**src/rtl/amiga_joy_bridge.sv**
```systemverilog
// amiga_joy_bridge
//   Input bridge from the MEGA65 controller front-end to the Minimig _joyN inputs.
//   Per bit: two-flop synchroniser, then a debouncer timed in 7 MHz enable ticks.
//   Per channel: optional autofire on FIRE_BIT, port-1/port-2 swap, change strobe.
//
// Ports:
//   i_clk          system clock (28.37516 MHz)
//   i_rst_ext      asynchronous active-high reset
//   i_clk7_en      7 MHz enable, timebase for debounce and autofire
//   i_joy_in       raw buttons, active high, channel c at [c*WIDTH +: WIDTH]
//   i_db_limit     debounce length in enable ticks, 0 = no debounce
//   i_af_period    autofire half-period in enable ticks, 0 = autofire off
//   i_autofire_en  per-channel autofire enable
//   i_swap12       exchange channels 0 and 1 at the output
//   o_ami_joy_n    registered, active-low joystick words (1 = released)
//   o_changed      one-cycle strobe per channel when its output word changed
module amiga_joy_bridge #(
    parameter int unsigned CHANNELS = 4,
    parameter int unsigned WIDTH    = 16,
    parameter int unsigned DB_BITS  = 8,
    parameter int unsigned FIRE_BIT = 4   // must be < WIDTH
) (
    input  logic                       i_clk,
    input  logic                       i_rst_ext,
    input  logic                       i_clk7_en,
    input  logic [CHANNELS*WIDTH-1:0]  i_joy_in,
    input  logic [DB_BITS-1:0]         i_db_limit,
    input  logic [15:0]                i_af_period,
    input  logic [CHANNELS-1:0]        i_autofire_en,
    input  logic                       i_swap12,
    output logic [CHANNELS*WIDTH-1:0]  o_ami_joy_n,
    output logic [CHANNELS-1:0]        o_changed
);

    localparam int unsigned NBITS = CHANNELS * WIDTH;

    logic [NBITS-1:0]   r_s1;
    logic [NBITS-1:0]   r_s2;
    logic [NBITS-1:0]   r_stable;
    logic [DB_BITS-1:0] r_cnt [NBITS];
    logic [15:0]        r_pc;
    logic               r_ph;
    logic [NBITS-1:0]   r_ami_joy_n;
    logic [CHANNELS-1:0] r_changed;

    logic [NBITS-1:0]    w_stable_d;
    logic [DB_BITS-1:0]  w_cnt_d [NBITS];
    logic [DB_BITS-1:0]  w_db_last;
    logic                w_db_on;
    logic                w_af_on;
    logic [WIDTH-1:0]    w_proc [CHANNELS];
    logic [NBITS-1:0]    w_mapped;
    logic [NBITS-1:0]    w_out_d;
    logic [CHANNELS-1:0] w_changed_d;

    assign w_db_on   = (i_db_limit != '0);
    assign w_db_last = i_db_limit - DB_BITS'(1);
    assign w_af_on   = (i_af_period != 16'd0);

    // Synchroniser: free-running, no enable.
    always_ff @(posedge i_clk or posedge i_rst_ext) begin
        if (i_rst_ext) begin
            r_s1 <= '0;
            r_s2 <= '0;
        end else begin
            r_s1 <= i_joy_in;
            r_s2 <= r_s1;
        end
    end

    // Debounce: a bit must disagree with its stable value for db_limit ticks in a
    // row; any agreement in between throws the count away.
    always_comb begin
        w_stable_d = r_stable;
        for (int b = 0; b < int'(NBITS); b++) begin
            w_cnt_d[b] = r_cnt[b];
            if (r_s2[b] == r_stable[b]) begin
                w_cnt_d[b] = '0;
            end else if (!w_db_on) begin
                w_stable_d[b] = r_s2[b];
                w_cnt_d[b]    = '0;
            end else if (i_clk7_en) begin
                if (r_cnt[b] == w_db_last) begin
                    w_stable_d[b] = r_s2[b];
                    w_cnt_d[b]    = '0;
                end else begin
                    w_cnt_d[b] = r_cnt[b] + DB_BITS'(1);
                end
            end
        end
    end

    always_ff @(posedge i_clk or posedge i_rst_ext) begin
        if (i_rst_ext) begin
            r_stable <= '0;
            r_cnt    <= '{default: '0};
        end else begin
            r_stable <= w_stable_d;
            r_cnt    <= w_cnt_d;
        end
    end

    // Autofire prescaler. ph restarts at 1 so a held fire is seen pressed first.
    always_ff @(posedge i_clk or posedge i_rst_ext) begin
        if (i_rst_ext) begin
            r_pc <= 16'd0;
            r_ph <= 1'b1;
        end else if (!w_af_on) begin
            r_pc <= 16'd0;
            r_ph <= 1'b1;
        end else if (i_clk7_en) begin
            if (r_pc == i_af_period - 16'd1) begin
                r_pc <= 16'd0;
                r_ph <= ~r_ph;
            end else begin
                r_pc <= r_pc + 16'd1;
            end
        end
    end

    // Per-channel autofire gating of the fire bit.
    always_comb begin
        for (int c = 0; c < int'(CHANNELS); c++) begin
            w_proc[c] = r_stable[c*WIDTH +: WIDTH];
            if (i_autofire_en[c] && w_af_on) begin
                w_proc[c][FIRE_BIT] = r_stable[c*WIDTH + FIRE_BIT] & r_ph;
            end
        end
    end

    // Port mapping; only channels 0 and 1 can be exchanged.
    always_comb begin
        w_mapped = '0;
        for (int c = 0; c < int'(CHANNELS); c++) begin
            w_mapped[c*WIDTH +: WIDTH] = w_proc[c];
        end
        if (i_swap12) begin
            w_mapped[0 +: WIDTH]     = w_proc[1];
            w_mapped[WIDTH +: WIDTH] = w_proc[0];
        end
        w_out_d = ~w_mapped;
    end

    always_comb begin
        for (int c = 0; c < int'(CHANNELS); c++) begin
            w_changed_d[c] = (w_out_d[c*WIDTH +: WIDTH] != r_ami_joy_n[c*WIDTH +: WIDTH]);
        end
    end

    always_ff @(posedge i_clk or posedge i_rst_ext) begin
        if (i_rst_ext) begin
            r_ami_joy_n <= '1;
            r_changed   <= '0;
        end else begin
            r_ami_joy_n <= w_out_d;
            r_changed   <= w_changed_d;
        end
    end

    assign o_ami_joy_n = r_ami_joy_n;
    assign o_changed   = r_changed;

endmodule

```
**config.mk**
```make
export PLATFORM = sky130hd
export DESIGN_NAME = amiga_joy_bridge
export DESIGN_NICKNAME = d
export VERILOG_FILES = /design/src/rtl/amiga_joy_bridge.sv
export SDC_FILE = /design/constraint.sdc
export NUM_CORES = 2
export LEC_CHECK = 0
export CORE_UTILIZATION = 40
export DETAILED_ROUTE_END_ITERATION = 8
export REMOVE_ABC_BUFFERS = 1
export SYNTH_ARGS = -nofsm -noshare
export SYNTH_HDL_FRONTEND = slang
export SYNTH_SLANG_ARGS = --single-unit
```
**constraint.sdc**
```tcl
create_clock -name i_clk -period 46.1 [get_ports i_clk]
set_clock_uncertainty 0.15 [all_clocks]
set_input_delay 9.22 -clock i_clk [delete_from_list [all_inputs] [get_ports i_clk]]
set_output_delay 9.22 -clock i_clk [all_outputs]
set_load 0.02 [all_outputs]
```
# Word level (Yosys, flattened, before mapping)
# Cells that the tools add are included.
# totals
regBits	789
output_inout_bits	68
wordCells	1065
in_bits	96
ramBits	0
latch_bits	0
mem_count	0
rom_bits	0
# classes
n_bitwise	70
n_div	0
shift	0
addsub	67
n_reduce_logical	71
mux	459
magnitude_cmp	0
multipliers	0
n_eq_ne	264
# op_table
op	count
two-way mux 8 bit	256
adder 8 x 1 -> 8 bit, second input constant	64
equality test 8 bit	64
two-way mux 1 bit	199
!= test 3 x 2 -> 1 bit, second input constant	64
AND reduction 3 bit	64
!= test 2 x 1 -> 1 bit, second input constant	65
NOT 1 bit	65
equality test 1 bit	64
!= test 16 bit	4
NOT 64 bit	1
two-way mux 16 bit	3
two-way mux 32 bit	1
adder 16 x 1 -> 16 bit, second input constant	1
equality test 16 bit	1
nonzero test 16 bit	1
subtractor 16 x 1 -> 16 bit, second input constant	1
nonzero test 8 bit	1
subtractor 8 x 1 -> 8 bit, second input constant	1
bitwise AND 1 bit	4
logical AND 1 bit	4
!= test 2 bit, second input constant	2
AND reduction 2 bit	1

# Logic depth before layout (Yosys ltp)
# logic_depth
word_depth	6
depth_mapped	16

# Worst setup path before layout
# OpenSTA, ideal clock, no wires.
# synth_timing
path_kind	input to register
start	input port i_db_limit[0]
end	register r_cnt[458] in the netlist's numbering
setup_slack_ns	33.200
stages	15
t_required_ns	45.824
n_path_buf	7
arrival_time_ns	12.624
path_cell_list	clkbuf_1 -> buf_2 -> buf_2 -> inv_1 -> ha_1 -> buf_2 -> buf_1 -> buf_2 -> xnor2_1 -> a211oi_1 -> nand3_1 -> nor3_1 -> clkbuf_1 -> nor2_1 -> a221o_1
# synth_via
elab_chain_cells	6
elab_cells_between_ends	8
# synth_rtl
item	line	rtl
start: declaration	27	input logic [DB_BITS-1:0] i_db_limit,
subtractor 8 x 1 -> 8 bit	57	assign w_db_last = i_db_limit - DB_BITS'(1);
equality test 8 bit	83	if (r_cnt[b] == w_db_last) begin
two-way mux 8 bit	83	
two-way mux 8 bit	82	end else if (i_clk7_en) begin
two-way mux 8 bit	79	end else if (!w_db_on) begin
two-way mux 8 bit	77	if (r_s2[b] == r_stable[b]) begin
end signal: assignment	99	r_cnt <= w_cnt_d;
end: declaration	40	logic [DB_BITS-1:0] r_cnt [NBITS];
# Several ways; a longest one is shown, not always the timed one. The select of a mux whose other input is x is not followed.
# A chain may end at the register's enable or synchronous reset.

# Final worst setup path
# layout_timing
start	input port i_db_limit[1]
end	register r_cnt[108] in the netlist's numbering
# The elaborated chain is that of the path after synthesis.

==> results.md <==
* Status: finished, final reports clean
* Worst Path Max Fanout at 40
* Final min period at 14660 ps
* Setup-failing EPs final at 0
* Placer Congestion at between 0.8 and 0.9
* Register area at roughly 20000 µm²
* Largest net degree at the start of global routing at roughly 150
* GRT Max-Usage Layer: met2
* Die Span Y at 349 µm
* Setup Fix Bufs, Post-CTS at 0
* Post-synth EDFFs at 0
* Multi-input gate area at 26300 µm²
* Cell count after synthesis at 4941
* DR DRC count at 0
* Worst vdd ir at between 20 and 30 µV
* Initial Util at 0.405
* Worst reg2reg endpoint: r_cnt[366]$_DFFE_PP0P_
* Slew HR at 0.151
* MaxCap Viol Count at 0
* R2R depth at 7
* PD cells at roughly 36 nW/µm²
* IO buf count at ~160
* Synthesis-to-layout area growth at 12.9%
* Grt met2 use at 0.356
* Synth Register Bits at between 700 and 800
* Yosys warnings at 0
* Psw at around 0.57 mW
* Nets at just over 5000
* Core area at 119000 µm²
* Yosys cell types at 74
* Remaining antenna violation count at 0
* Worst hold slack at between 150 and 200 ps
* Num CTS Buffers at slightly above 90
* Final Cycle Share at 0.318
* First-pass DRT Iterations at 5
* Cell internal pwr at 1.35 mW
* Die width at 349 µm
* Ports at between 150 and 200
* R2R Setup Slk at roughly 43000 ps
* Final Max Tran Viols at 0
* GR Overflow Total at 0
* Syn avg cell area at between 9 and 10 µm²
* Clk sinks at between 700 and 800
* Wire length per cell at around 21 µm
* Least-Margin Pin Slew at roughly 1300 ps
* CTS tree: done
* DP HPWL at ~86 mm
* Total negative setup slack at 0 ps
* Antenna violations before repair at 5
* Comb pwr share at 0.178
* Main synth FF type: dfrtp_1
* Hold Path Depth at 0
* Vias/cell at ~5.7
* FMAX at 68.2 MHz
* HP Start: r_s1[55]$_DFF_PP0_
* Clock share of power at 0.403
* RSZ-0062 raised after global routing: no
* Layout cells sized above 1 at 0.0927
* Worst r2r src: r_cnt[364]$_DFFE_PP0P_
* Resize count post-CTS at 0
* Hold_buf cts at 0
* CP arrival at about 15000 ps
* Via count at approximately 38000
* Mapped cell area at 48000 µm²
* Longest Clk Path Bufs at 3
* First-pass GRT wire length at ~220 mm
* Area of the die at about 120000 µm²
* H-tree level count at 3
* Final hold vios at 0
* Worst setup SP type: input port
* GRT met3 Usage at 0.0270
* Met1 GRT Util at 0.320
* Switching power share of the total at 0.297
* Worst Path Required at 46520 ps
* Worst-Skew Late Latency at 690 ps
* Row cnt at about 130
* Reg clk slew, reported paths at 60 ps
* Total GRT Usage at 0.225
* Min-Delay Path Class: register to register
* Synth async-reset ratio at 1.00
* Setup crit end kind: register
* Final-layout fill cell count at about 11000
* Clock tree root driver cell: clkbuf_16
* Final WL at approximately 140 mm
* Sequential Power Share at 0.419
* Worst Hold Path EP: r_s2[55]$_DFF_PP0_
* Pleak at between 20 and 25 nW
* Setup CP Type: input port to register
* Number of global-route vias before repair at around 36000
* Initial drt markers at between 2000 and 3000
* Post-synthesis sequential area ratio at 0.413
==> registers in the layout, summed over array words and instances, names as in the netlist <==
| signal | flops |
|---|---|
| r_pc | 16 |
| r_stable | 64 |
| r_ph | 1 |
| o_changed | 4 |
| o_ami_joy_n | 64 |
| r_cnt | 512 |
| r_s2 | 64 |
| r_s1 | 64 |
==> power groups by stage <==
stage / registers [mW] / clock network [mW] / logic (mW)
final: 0.807 / 0.776 / 0.344
after global routing: 0.814 / 0.821 / 0.379
after CTS: 0.807 / 0.799 / 0.345
after detailed placement: 0.819 / 0 / 0.343
after global placement: 0.818 / 0 / 0.338
after floorplan: 0.811 / 0 / 0.217
==> layout make-up <==
class,count,area share
clock inverter,46,0.0102
timing repair buffer,239,0.0404
antenna,1,0.0000461
inverter,184,0.0129
multi-input combinational,3628,0.485
tap,1600,0.0369
sequential,789,0.366
clock buffer,129,0.0490
==> how the worst max path moves through the flow <==
stage                                        end     startpoint
after floorplan           o_changed[0]$_DFF_PP0_      i_rst_ext
after global placement    r_cnt[462]$_DFFE_PP0P_  i_db_limit[1]
after detailed placement  r_cnt[458]$_DFFE_PP0P_  i_db_limit[1]
after CTS                 r_cnt[462]$_DFFE_PP0P_  i_db_limit[1]
after global routing      r_cnt[108]$_DFFE_PP0P_  i_db_limit[1]
final                     r_cnt[108]$_DFFE_PP0P_  i_db_limit[1]
==> cells in the mapped netlist (all sizes together) (10+ instances only) <==
cell       n  area, µm²
xnor2    332       2910
or3       75        469
a21o     139       1040
a31oi     44        275
xor2     327       2860
and3     149        932
a311oi    14        129
nand4     57        357
clkbuf   244        916
a221oi    39        342
nor3      80        405
o221ai    36        315
a21oi    183        916
a221o     12        120
mux2      81        912
a22o     121       1060
inv      182        683
nand3    207       1040
nor2b     10       62.6
ha        68        851
dfrtp    724      18100
o22ai     22        138
o31ai     19        143
xnor3     80       1800
o2111ai   12        105
nor3b     84        631
mux2i     97        971
a311o     25        250
nand2    351       1320
a211oi    33        248
o2111a    52        586
nand2b    27        169
a2111oi   17        149
or2       37        231
nor4      40        272
nor2     231        870
o21ai    350       1750
nand3b    27        203
o21bai    20        150
o31a      12        105
a211o     17        149
buf       96        439
dfstp     65       1710
a32oi     27        236
or3b      10       87.6
==> cells by family after synthesis <==
kind of cell               Yosys count  synth area share
and+or+nand+nor                   1413             0.151
AOI/OAI and AO/OA                 1225             0.177
DFF                                789             0.413
xor gates and xnor gates           744             0.160
buffers and inverters              524            0.0426
muxes                              178            0.0392
adders and majority gates           68            0.0177
==> cell usage in the layout, fill, tap and decap left out, drive strengths merged, types with 25 or more instances in the layout <==
| master | instances |
|---|---|
| and3 | 149 |
| o2111a | 52 |
| dfstp | 65 |
| or3 | 75 |
| nor2 | 231 |
| nor3 | 80 |
| a32oi | 27 |
| a31oi | 44 |
| a311o | 25 |
| clkinv | 31 |
| xor2 | 327 |
| xnor3 | 80 |
| inv | 183 |
| mux2i | 97 |
| nor3b | 84 |
| a21oi | 183 |
| nand2b | 27 |
| mux2 | 81 |
| o21ai | 350 |
| nand3 | 207 |
| a221oi | 39 |
| clkdlybuf4s50 | 155 |
| xnor2 | 332 |
| o221ai | 36 |
| ha | 68 |
| buf | 83 |
| clkbuf | 130 |
| or2 | 37 |
| a211oi | 33 |
| a22o | 121 |
| nor4 | 40 |
| nand3b | 27 |
| nand2 | 351 |
| a21o | 139 |
| nand4 | 57 |
| dfrtp | 724 |
==> metrics by stage <==
stage / total power, mW / area [µm²] / utilization / setup WS, ps / std cells
CTS: 1.95 / 54200 / 0.457 / 31480 / 6615
detailed placement: 1.16 / 51000 / 0.430 / 30750 / 6440
floorplan: 1.03 / 46700 / - / 14680 / 4601
global placement: 1.16 / 51000 / 0.430 / 30880 / 6440
finish: 1.93 / 54200 / 0.458 / 31440 / 6616
global route: 2.01 / 54200 / 0.457 / 31100 / 6615
==> worst max-delay path: stages <==
cell	delay, ps
clkdlybuf4s50_1	600
inv_1	200
ha_4	130
buf_4	420
clkinv_1	690
nor2_4	860
buf_4	350
buf_4	790
xnor2_1	170
o2111a_1	190
a211oi_1	990
a21oi_1	140
o21ai_0	230
==> metal layers <==
layer	part of all wire	vias to the layer above
met2	0.46	1051
met1	0.46	18900
met5	0.00010	-
met4	0.028	2
li1	-	17800
met3	0.052	227
Note: power is estimated with default switching activity, not from simulation.
